[config.mk]
export PLATFORM = sky130hd
export DESIGN_NAME = alu_operand_sequencer_flat
export DESIGN_NICKNAME = d
export VERILOG_FILES = /design/src/rtl/alu_operand_sequencer_if.sv /design/src/rtl/alu_operand_sequencer.sv /design/src/flat_wrapper.sv
export SDC_FILE = /design/constraint.sdc
export NUM_CORES = 1
export LEC_CHECK = 0
export ABC_CLOCK_PERIOD_IN_PS = 4300
export CAP_MARGIN = 25
export CORE_MARGIN = 4
export CORE_UTILIZATION = 30
export CTS_BUF_LIST = sky130_fd_sc_hd__clkbuf_4
export CTS_CLUSTER_SIZE = 28
export DETAILED_ROUTE_END_ITERATION = 7
export SLEW_MARGIN = 20
export SYNTH_ARGS = -nofsm -noshare
export SYNTH_HDL_FRONTEND = slang
export SYNTH_SLANG_ARGS = --single-unit
[constraint.sdc]
create_clock -name CLK -period 4.3 [get_ports CLK]
set_clock_uncertainty 0.2 [all_clocks]
set_input_delay 0.86 -clock CLK [delete_from_list [all_inputs] [get_ports CLK]]
set_output_delay 0.86 -clock CLK [all_outputs]
set_load 0.02 [all_outputs]
[src/rtl/alu_operand_sequencer_if.sv]
// rtl/alu_operand_sequencer_if.sv - request-side and ALU-side signal bundle for alu_operand_sequencer
interface alu_operand_sequencer_if #(
  parameter int width_OP  = 8,
  parameter int width_cmd = 4
);
  logic                 IN_VALID;
  logic                 IN_READY;
  logic [1:0]           IN_SEL;
  logic [width_OP-1:0]  IN_OPA;
  logic [width_OP-1:0]  IN_OPB;
  logic [width_cmd-1:0] IN_CMD;
  logic                 IN_MODE;
  logic                 IN_CIN;
  logic [width_OP-1:0]  OPA;
  logic [width_OP-1:0]  OPB;
  logic [width_cmd-1:0] CMD;
  logic                 MODE;
  logic                 CIN;
  logic                 CE;
  logic [1:0]           INP_VALID;
  logic                 RES_VALID;
  logic                 TIMEOUT_ERR;
  logic                 BUSY;

  modport slave (
    input  IN_VALID, IN_SEL, IN_OPA, IN_OPB, IN_CMD, IN_MODE, IN_CIN,
    output IN_READY, OPA, OPB, CMD, MODE, CIN, CE, INP_VALID, RES_VALID, TIMEOUT_ERR, BUSY
  );

  modport master (
    output IN_VALID, IN_SEL, IN_OPA, IN_OPB, IN_CMD, IN_MODE, IN_CIN,
    input  IN_READY, OPA, OPB, CMD, MODE, CIN, CE, INP_VALID, RES_VALID, TIMEOUT_ERR, BUSY
  );
endinterface

[src/rtl/alu_operand_sequencer.sv]
// rtl/alu_operand_sequencer.sv - pairs split operand beats and issues them to alu_final with result tracking
// Optional macro ALU_MUL_LAT_EN: multiply commands (MODE=1, CMD=9/10) wait one extra result cycle.
module alu_operand_sequencer #(
  parameter int width_OP  = 8,
  parameter int width_cmd = 4,
  parameter int TIMEOUT   = 16
) (
  input logic                    CLK,
  input logic                    RST,
  alu_operand_sequencer_if.slave bus
);
  typedef enum logic [1:0] {S_IDLE, S_COLLECT, S_ISSUE, S_WAIT_RES} state_t;

  state_t               state_q;
  logic [width_OP-1:0]  hold_a_q, hold_b_q, opa_q, opb_q;
  logic [width_cmd-1:0] hold_cmd_q, cmd_q;
  logic                 hold_mode_q, hold_cin_q, mode_q, cin_q;
  logic [1:0]           mask_q, inp_valid_q;
  logic [7:0]           win_q;
  logic [1:0]           lat_q;
  logic                 ready_q, ce_q, res_valid_q, terr_q, busy_q;

  logic                 accept_d, complete_d, expire_d, mul_d;
  logic [1:0]           sel_d, mask_d;
  logic [width_OP-1:0]  a_d, b_d;

  always_comb begin
    accept_d   = bus.IN_VALID & ready_q;
    sel_d      = accept_d ? bus.IN_SEL : 2'b00;
    mask_d     = mask_q | sel_d;
    a_d        = sel_d[0] ? bus.IN_OPA : hold_a_q;
    b_d        = sel_d[1] ? bus.IN_OPB : hold_b_q;
    complete_d = (mask_d == 2'b11);
    expire_d   = (win_q == 8'(TIMEOUT - 1));
  end

`ifdef ALU_MUL_LAT_EN
  localparam logic [width_cmd-1:0] CMD_MUL  = width_cmd'(9);
  localparam logic [width_cmd-1:0] CMD_MULS = width_cmd'(10);
  assign mul_d = mode_q & ((cmd_q == CMD_MUL) | (cmd_q == CMD_MULS));
`else
  assign mul_d = 1'b0;
`endif

  always_ff @(posedge CLK or negedge RST) begin
    if (!RST) begin
      state_q     <= S_IDLE;
      hold_a_q    <= '0;
      hold_b_q    <= '0;
      hold_cmd_q  <= '0;
      hold_mode_q <= 1'b0;
      hold_cin_q  <= 1'b0;
      opa_q       <= '0;
      opb_q       <= '0;
      cmd_q       <= '0;
      mode_q      <= 1'b0;
      cin_q       <= 1'b0;
      mask_q      <= 2'b00;
      inp_valid_q <= 2'b00;
      win_q       <= 8'd0;
      lat_q       <= 2'd0;
      ready_q     <= 1'b0;
      ce_q        <= 1'b0;
      res_valid_q <= 1'b0;
      terr_q      <= 1'b0;
      busy_q      <= 1'b0;
    end else begin
      ce_q        <= 1'b0;
      inp_valid_q <= 2'b00;
      terr_q      <= 1'b0;
      res_valid_q <= 1'b0;
      case (state_q)
        S_IDLE: begin
          ready_q <= 1'b1;
          busy_q  <= 1'b0;
          if (sel_d == 2'b11) begin
            opa_q       <= bus.IN_OPA;
            opb_q       <= bus.IN_OPB;
            cmd_q       <= bus.IN_CMD;
            mode_q      <= bus.IN_MODE;
            cin_q       <= bus.IN_CIN;
            ce_q        <= 1'b1;
            inp_valid_q <= 2'b11;
            ready_q     <= 1'b0;
            busy_q      <= 1'b1;
            state_q     <= S_ISSUE;
          end else if (sel_d != 2'b00) begin
            hold_a_q    <= a_d;
            hold_b_q    <= b_d;
            hold_cmd_q  <= bus.IN_CMD;
            hold_mode_q <= bus.IN_MODE;
            hold_cin_q  <= bus.IN_CIN;
            mask_q      <= sel_d;
            win_q       <= 8'd0;
            busy_q      <= 1'b1;
            state_q     <= S_COLLECT;
          end
        end
        S_COLLECT: begin
          win_q    <= win_q + 8'd1;
          hold_a_q <= a_d;
          hold_b_q <= b_d;
          mask_q   <= mask_d;
          // A completing beat in the expiry cycle takes priority over the timeout.
          if (complete_d || expire_d) begin
            opa_q       <= mask_d[0] ? a_d : opa_q;
            opb_q       <= mask_d[1] ? b_d : opb_q;
            cmd_q       <= hold_cmd_q;
            mode_q      <= hold_mode_q;
            cin_q       <= hold_cin_q;
            ce_q        <= 1'b1;
            inp_valid_q <= mask_d;
            terr_q      <= ~complete_d;
            ready_q     <= 1'b0;
            state_q     <= S_ISSUE;
          end
        end
        S_ISSUE: begin
          lat_q   <= mul_d ? 2'd3 : 2'd2;
          state_q <= S_WAIT_RES;
        end
        S_WAIT_RES: begin
          // lat_q counts the WAIT_RES cycles still ahead, including the current one.
          lat_q       <= lat_q - 2'd1;
          res_valid_q <= (lat_q == 2'd2);
          if (lat_q == 2'd1) begin
            ready_q <= 1'b1;
            busy_q  <= 1'b0;
            state_q <= S_IDLE;
          end
        end
        default: state_q <= S_IDLE;
      endcase
    end
  end

  assign bus.IN_READY    = ready_q;
  assign bus.OPA         = opa_q;
  assign bus.OPB         = opb_q;
  assign bus.CMD         = cmd_q;
  assign bus.MODE        = mode_q;
  assign bus.CIN         = cin_q;
  assign bus.CE          = ce_q;
  assign bus.INP_VALID   = inp_valid_q;
  assign bus.RES_VALID   = res_valid_q;
  assign bus.TIMEOUT_ERR = terr_q;
  assign bus.BUSY        = busy_q;
endmodule

[src/flat_wrapper.sv]
// flat-port wrapper written by rule: the top's interface ports become plain ports
module alu_operand_sequencer_flat 
#(
  parameter int width_OP  = 8,
  parameter int width_cmd = 4,
  parameter int TIMEOUT   = 16
)
  (CLK, RST, bus_IN_VALID, bus_IN_SEL, bus_IN_OPA, bus_IN_OPB, bus_IN_CMD, bus_IN_MODE, bus_IN_CIN, bus_IN_READY, bus_OPA, bus_OPB, bus_CMD, bus_MODE, bus_CIN, bus_CE, bus_INP_VALID, bus_RES_VALID, bus_TIMEOUT_ERR, bus_BUSY);
  alu_operand_sequencer_if #(.width_OP(width_OP), .width_cmd(width_cmd)) bus_i ();
  input logic CLK;
  input logic RST;
  input wire logic [$bits(bus_i.IN_VALID)-1:0] bus_IN_VALID;
  input wire logic [$bits(bus_i.IN_SEL)-1:0] bus_IN_SEL;
  input wire logic [$bits(bus_i.IN_OPA)-1:0] bus_IN_OPA;
  input wire logic [$bits(bus_i.IN_OPB)-1:0] bus_IN_OPB;
  input wire logic [$bits(bus_i.IN_CMD)-1:0] bus_IN_CMD;
  input wire logic [$bits(bus_i.IN_MODE)-1:0] bus_IN_MODE;
  input wire logic [$bits(bus_i.IN_CIN)-1:0] bus_IN_CIN;
  output wire logic [$bits(bus_i.IN_READY)-1:0] bus_IN_READY;
  output wire logic [$bits(bus_i.OPA)-1:0] bus_OPA;
  output wire logic [$bits(bus_i.OPB)-1:0] bus_OPB;
  output wire logic [$bits(bus_i.CMD)-1:0] bus_CMD;
  output wire logic [$bits(bus_i.MODE)-1:0] bus_MODE;
  output wire logic [$bits(bus_i.CIN)-1:0] bus_CIN;
  output wire logic [$bits(bus_i.CE)-1:0] bus_CE;
  output wire logic [$bits(bus_i.INP_VALID)-1:0] bus_INP_VALID;
  output wire logic [$bits(bus_i.RES_VALID)-1:0] bus_RES_VALID;
  output wire logic [$bits(bus_i.TIMEOUT_ERR)-1:0] bus_TIMEOUT_ERR;
  output wire logic [$bits(bus_i.BUSY)-1:0] bus_BUSY;
  assign bus_i.IN_VALID = bus_IN_VALID;
  assign bus_i.IN_SEL = bus_IN_SEL;
  assign bus_i.IN_OPA = bus_IN_OPA;
  assign bus_i.IN_OPB = bus_IN_OPB;
  assign bus_i.IN_CMD = bus_IN_CMD;
  assign bus_i.IN_MODE = bus_IN_MODE;
  assign bus_i.IN_CIN = bus_IN_CIN;
  assign bus_IN_READY = bus_i.IN_READY;
  assign bus_OPA = bus_i.OPA;
  assign bus_OPB = bus_i.OPB;
  assign bus_CMD = bus_i.CMD;
  assign bus_MODE = bus_i.MODE;
  assign bus_CIN = bus_i.CIN;
  assign bus_CE = bus_i.CE;
  assign bus_INP_VALID = bus_i.INP_VALID;
  assign bus_RES_VALID = bus_i.RES_VALID;
  assign bus_TIMEOUT_ERR = bus_i.TIMEOUT_ERR;
  assign bus_BUSY = bus_i.BUSY;
  alu_operand_sequencer #(.width_OP(width_OP), .width_cmd(width_cmd), .TIMEOUT(TIMEOUT)) u_core (.CLK(CLK), .RST(RST), .bus(bus_i));
endmodule
==> results of run 1 <==
==> metal layers <==
| layer | vias to the layer above | wire [µm] | share of wire [%] | track usage, % |
|---|---|---|---|---|
| met5 | - | 0 | 0 | 0 |
| li1 | 1051 | - | - | - |
| met1 | 1043 | 2950 | 45 | 15.7 |
| met2 | 59 | 3180 | 49 | 19.2 |
| met3 | 4 | 370 | 5.7 | 4.23 |
| met4 | 0 | 33 | 0.51 | 3.38 |
==> stage by stage <==
stage / std cells / hold WS (ns) / util, % / setup slack, ns / total power, W
3_5_place_dp: 440 / 0.261 / 38.3 / 1.07 / 0.00230
6_report: 457 / 0.135 / 40.1 / 1.33 / 0.00273
5_1_grt: 457 / 0.101 / 40.1 / 1.13 / 0.00295
4_1_cts: 456 / 0.286 / 39.9 / 1.29 / 0.00277
3_3_place_gp: 440 / 0.252 / 38.3 / 1.16 / 0.00227
2_1_floorplan: 256 / 0.240 / - / 1.98 / 0.00185
==> logic make-up after synthesis <==
family                   after synthesis
AND/OR/NAND/NOR                       68
multiplexers                          63
XOR/XNOR                               1
adder cells (fa/ha/maj)                7
AO/OA/AOI/OAI                         39
flip-flops                            65
buffers and inverters                 13
==> cell type report <==
type                            count  area (µm²)  share of cell area [%]
Sequential cell                    65        1630                    40.9
Inverter                            8        30.0                   0.756
Multi-Input combinational cell    178        1420                    35.7
Clock inverter                      6        82.6                    2.08
Tap cell                          133         166                    4.19
Clock buffer                       10        75.1                    1.89
Timing Repair Buffer               57         573                    14.4
==> state kept, by name, summed over array words and instances (netlist names), 2 cells and up <==
name	cells
u_core.bus.CMD	4
u_core.lat_q	2
u_core.bus.INP_VALID	2
u_core.bus.OPA	8
u_core.state_q	2
u_core.win_q	8
u_core.hold_a_q	8
u_core.hold_cmd_q	4
u_core.mask_q	2
u_core.hold_b_q	8
u_core.bus.OPB	8
==> Yosys cell counts (3+ instances only) <==
library cell	n	area share (%)
a21oi_1	10	1.6
a31oi_1	3	0.61
and2_1	3	0.61
clkbuf_1	3	0.36
dfrtp_1	65	53
ha_1	7	2.8
inv_1	8	0.97
mux2_2	63	23
nand2_1	30	3.6
nand2b_1	5	1.0
nand3_1	5	0.81
nor2_1	6	0.73
o21ai_0	11	1.8
o31ai_1	3	0.73
or4_1	3	0.73
==> power breakdown <==
part / switching, W / internal, W / total [W] / leakage, nW
clock network: 0.000220 / 0.000240 / 0.000459 / 0.0862
logic: 0.000573 / 0.000630 / 0.00120 / 0.776
registers: 0.000176 / 0.000892 / 0.00107 / 0.806
total: 0.000969 / 0.00176 / 0.00273 / 1.67
==> how the worst max path moves through the flow <==
stage,to,startpoint,slack (ns),depth (start not counted)
floorplan,u_core.bus.OPB[0],bus_IN_VALID,1.98,4
CTS,u_core.hold_a_q[0],u_core.state_q[1],1.29,6
detailed placement,u_core.bus.OPB[6],bus_IN_VALID,1.07,5
global placement,u_core.bus.OPB[0],bus_IN_VALID,1.16,5
global route,u_core.hold_a_q[0],u_core.state_q[1],1.13,6
finish,u_core.hold_b_q[6],u_core.state_q[1],1.33,6
==> flow_summary.toml, run 1 <==
[outcome]
status = "complete, no violations"

[die]
start_util_pct = 31.3
die_h_um = 110
dieArea_um2 = 12000
io_pins = 56
die_w_um = 110
core.rowCount = 36
core_area_um2 = 9910

[place]
place_area_um2 = 3800
io_buffer_count = 55
dp_hpwl_um = 4700
finalWeightedCongestion = 0.789

[clock_tree]
insertion_delay_ns = 0.39
clockBufferDepth = 2
cts_num_sinks = 65
htree_num_levels = 3
cts-root-buf = "clkbuf_4"
cts_resized = 0
cts_setup_buffers = 0
cts_tree = "yes"
hold_buffers = 0
numCtsBuffers = 9
clk_pin_slew_ns = 0.11

[route]
vias_per_cell = 4.72
drc = 0
ant_nets = 0
vias = 2157
wl_per_cell_um = 14.3
firstDrtPassIters = 4
wirelength_um = 6530
drt_iter0_drc = 43

[grt]
grt_pass1_wl_um = 11400
grt_max_degree = 42
grt_pass1_vias = 2313
grt-ovfl-total = 0
grt_antenna_before_repair = 0
grtUsageTotal_pct = 12.1

[timing]
hold_viol = 0
worstMarginPinSlew_ns = 0.836
fin_crit_ns = 2.97
rsz0062_at_grt = "no"
fmax_ghz = 0.337
setup_tns_ns = 0
relSlewSlack_pct = 44.3
period_share_pct = 69.0
setup_viol = 0
drv_slew = 0

[synthesis]
yosys.area_share.adder_pct = 2.83
synth-async-reset-ratio_pct = 100
netlist_area_um2 = 3100
synth_seq_area_share_pct = 52.5
synth_mux_area_share_pct = 22.9
synth_nets = 290
synth_top_family_by_area = "multiplexers"
synth_cell_types = 38
synth_xor_area_share_pct = 0.283
synth_compound_gate_area_share_pct = 8.80
synth_edf_count = 0
avgSynthCellArea_um2 = 12.1
synthSimpleGateAreaFrac_pct = 11.0
synth_seq_cells = 65
netlist_instances = 256
ys.flop_type = "dfrtp_1"
yosysWarnings = 0

[setup_path]
cp_cell_sequence = "inv_1 -> ha_1 -> nand2b_1 -> a21boi_2 -> nor2_2 -> mux2_2"
worst-r2r-setup-slack_ns = 1.33
regToRegStartpoint = "u_core.state_q[1]"
path_buf_inv = 1
crit_path_max_incr_delay_ns = 0.72
ff2ff_path_depth = 6
arrival_ns = 3.05
worstSetupStartpointType = "register"
cpLargestDelayFamily = "adder cells"
cp_max_fo = 20
worst-setup-path-type = "reg -> reg"
crit_path_end_kind = "register"
r2r-end = "u_core.hold_b_q[6]"
cp.required_ns = 4.39
cp_slowest_cell = "ha_1"

[hold_path]
min_path_type = "in -> async"

[finish]
area_growth_syn_to_layout_pct = 28.3
design_area_um2 = 3970
layout_common_cells = "dfrtp_1, mux2_2, clkdlybuf4s50_1, nand2_1, o21ai_0"
nets = 353
drive_above_1_share_pct = 29.6
antenna_cells = 0
fill_cells = 983
layout_commonest_cell = "dfrtp_1"

[job]
max_cap_viol_count = 0

[power]
peakVddDrop_mv = 0.337
p_per_area_nw_per_um2 = 687
p_leak_nw = 1.67
No activity file was read; power rests on OpenSTA's default activity.
==> inputs of run 2 (changes only) <==
Settings changed: ABC_CLOCK_PERIOD_IN_PS 4300 to 2600.
Clock period 4.3 ns to 2.6 ns, I/O delays scaled along.
==> flow_summary.toml, run 2 (synthesized netlist as in run 1, its figures left out) <==
[setup_path]
arrival_ns = 2.57
worst-r2r-setup-slack_ns = 0.16
cp_max_fo = 9
path_buf_inv = 2
regToRegStartpoint = "u_core.state_q[0]"
crit_path_end_kind = "register"
cp_cell_sequence = "inv_1 -> ha_1 -> nand2b_1 -> a21boi_2 -> buf_4 -> or4_1 -> a21oi_1"
cp_slowest_cell = "or4_1"
critPathLaunch = "u_core.state_q[0]"
worstSetupStartpointType = "register"
cp.required_ns = 2.72
cpLargestDelayFamily = "simple AND/OR/NAND/NOR gates"
worst-setup-path-type = "reg -> reg"
crit_path_max_incr_delay_ns = 0.49

[route]
drc = 0
firstDrtPassIters = 4
wirelength_um = 6840
vias = 2206
wl_per_cell_um = 14.3
vias_per_cell = 4.62
drt_iter0_drc = 83
ant_nets = 0

[die]
die_h_um = 110
core_area_um2 = 9910
die_w_um = 110
start_util_pct = 31.3
dieArea_um2 = 12000
core.rowCount = 36
io_pins = 56

[hold_path]
min_from = "u_core.hold_cmd_q[3]"
min_path_type = "reg -> reg"

[timing]
period_share_pct = 94.0
rsz0062_at_grt = "no"
setup_viol = 0
hold_viol = 0
relSlewSlack_pct = 53.8
fin_crit_ns = 2.44
worstMarginPinSlew_ns = 0.692
hold_ws_ns = 0.288
fmax_ghz = 0.409
drv_slew = 0

[place]
io_buffer_count = 55
dp_hpwl_um = 4930
finalWeightedCongestion = 0.769

[finish]
nets = 373
antenna_cells = 0
layout_commonest_cell = "dfrtp_1"
final_util_pct = 42.4
area_growth_syn_to_layout_pct = 35.6
layout_common_cells = "dfrtp_1, mux2_2, clkdlybuf4s50_1, nand2_1, buf_4"
drive_above_1_share_pct = 33.4

[power]
swShare_pct = 35.1
p_leak_nw = 1.79
p_comb_share_pct = 44.5
clock_power_share_pct = 18.9
seqPwrFrac_pct = 36.7
switching_power_w = 0.00169
p_per_area_nw_per_um2 = 1150
intPower_w = 0.00313
peakVddDrop_mv = 0.676

[clock_tree]
cts_num_sinks = 65
cts-root-buf = "clkbuf_4"
clockBufferDepth = 2
insertion_delay_ns = 0.41
htree_num_levels = 3
numCtsBuffers = 9
cts_tree = "yes"
cts_setup_buffers = 0
clk_pin_slew_ns = 0.12

[grt]
grt_max_degree = 32
grt_pass1_wl_um = 11300
grtUsageTotal_pct = 11.9
grt_antenna_before_repair = 0
grt-ovfl-total = 0
grt_pass1_vias = 2349

[outcome]
status = "complete, no violations"

[job]
max_cap_viol_count = 0
## run 2: power groups by stage
| stage | sequential (W) | combinational, W | clock [W] |
|---|---|---|---|
| after detailed placement | 0.00179 | 0.00217 | 0 |
| after global routing | 0.00183 | 0.00234 | 0.000982 |
| after floorplan | 0.00196 | 0.00110 | 0 |
| final | 0.00177 | 0.00214 | 0.000911 |
| after CTS | 0.00177 | 0.00218 | 0.000942 |
| after global placement | 0.00178 | 0.00213 | 0 |
## run 2: worst reg2reg max path: cells and delay by family (launching register included)
kind	cells	cell delay [ns]
buffers and inverters	2	0.28
flip-flops	1	0.48
AND/OR/NAND/NOR	2	0.73
adder cells (fa/ha/maj)	1	0.32
AO/OA/AOI/OAI	2	0.36
## run 2: layout make-up
| type | instances | area [µm²] |
|---|---|---|
| Fill cell | 981 | 5710 |
| Sequential cell | 65 | 1630 |
| Multi-Input combinational cell | 178 | 1420 |
| Timing Repair Buffer | 77 | 763 |
| Tap cell | 133 | 166 |
| Clock inverter | 7 | 126 |
| Clock buffer | 9 | 67.6 |
| Inverter | 8 | 30.0 |
## run 2: metal layers
metal	global-route usage, %	vias to the layer above	wire [µm]
met5	0	-	0
met4	3.47	0	71
met3	2.99	8	306
met2	19.2	41	3210
met1	15.9	1075	3260
li1	-	1082	-
## run 2: what timing repair did
action | CTS | global route
endpoints found under the hold margin | 28 | 0
hold buffers | 1 | 0
gates resized for setup | 0 | 0
## run 2: path summary, 6_finish.rpt
path | end | depth (start not counted)
setup reg to reg | u_core.win_q[5] | 7
setup / recovery | u_core.win_q[5] | 7
hold / removal | u_core.hold_cmd_q[3] | 2
hold reg to reg | u_core.hold_cmd_q[3] | 2
min in group asynchronous | u_core.bus.OPB[5] | 2
max in group asynchronous | u_core.bus.CMD[1] | 3
## run 2: through the flow
step	TNS (ns)	setup WS, ns	total power, W	cells	area [µm²]
2_1_floorplan	0	0.409	0.00306	256	3100
3_3_place_gp	-0.748	-0.0560	0.00390	460	4000
3_5_place_dp	-1.23	-0.0943	0.00396	460	4000
4_1_cts	0	0.163	0.00490	477	4200
5_1_grt	0	0.0177	0.00516	477	4200
6_report	0	0.156	0.00482	477	4200
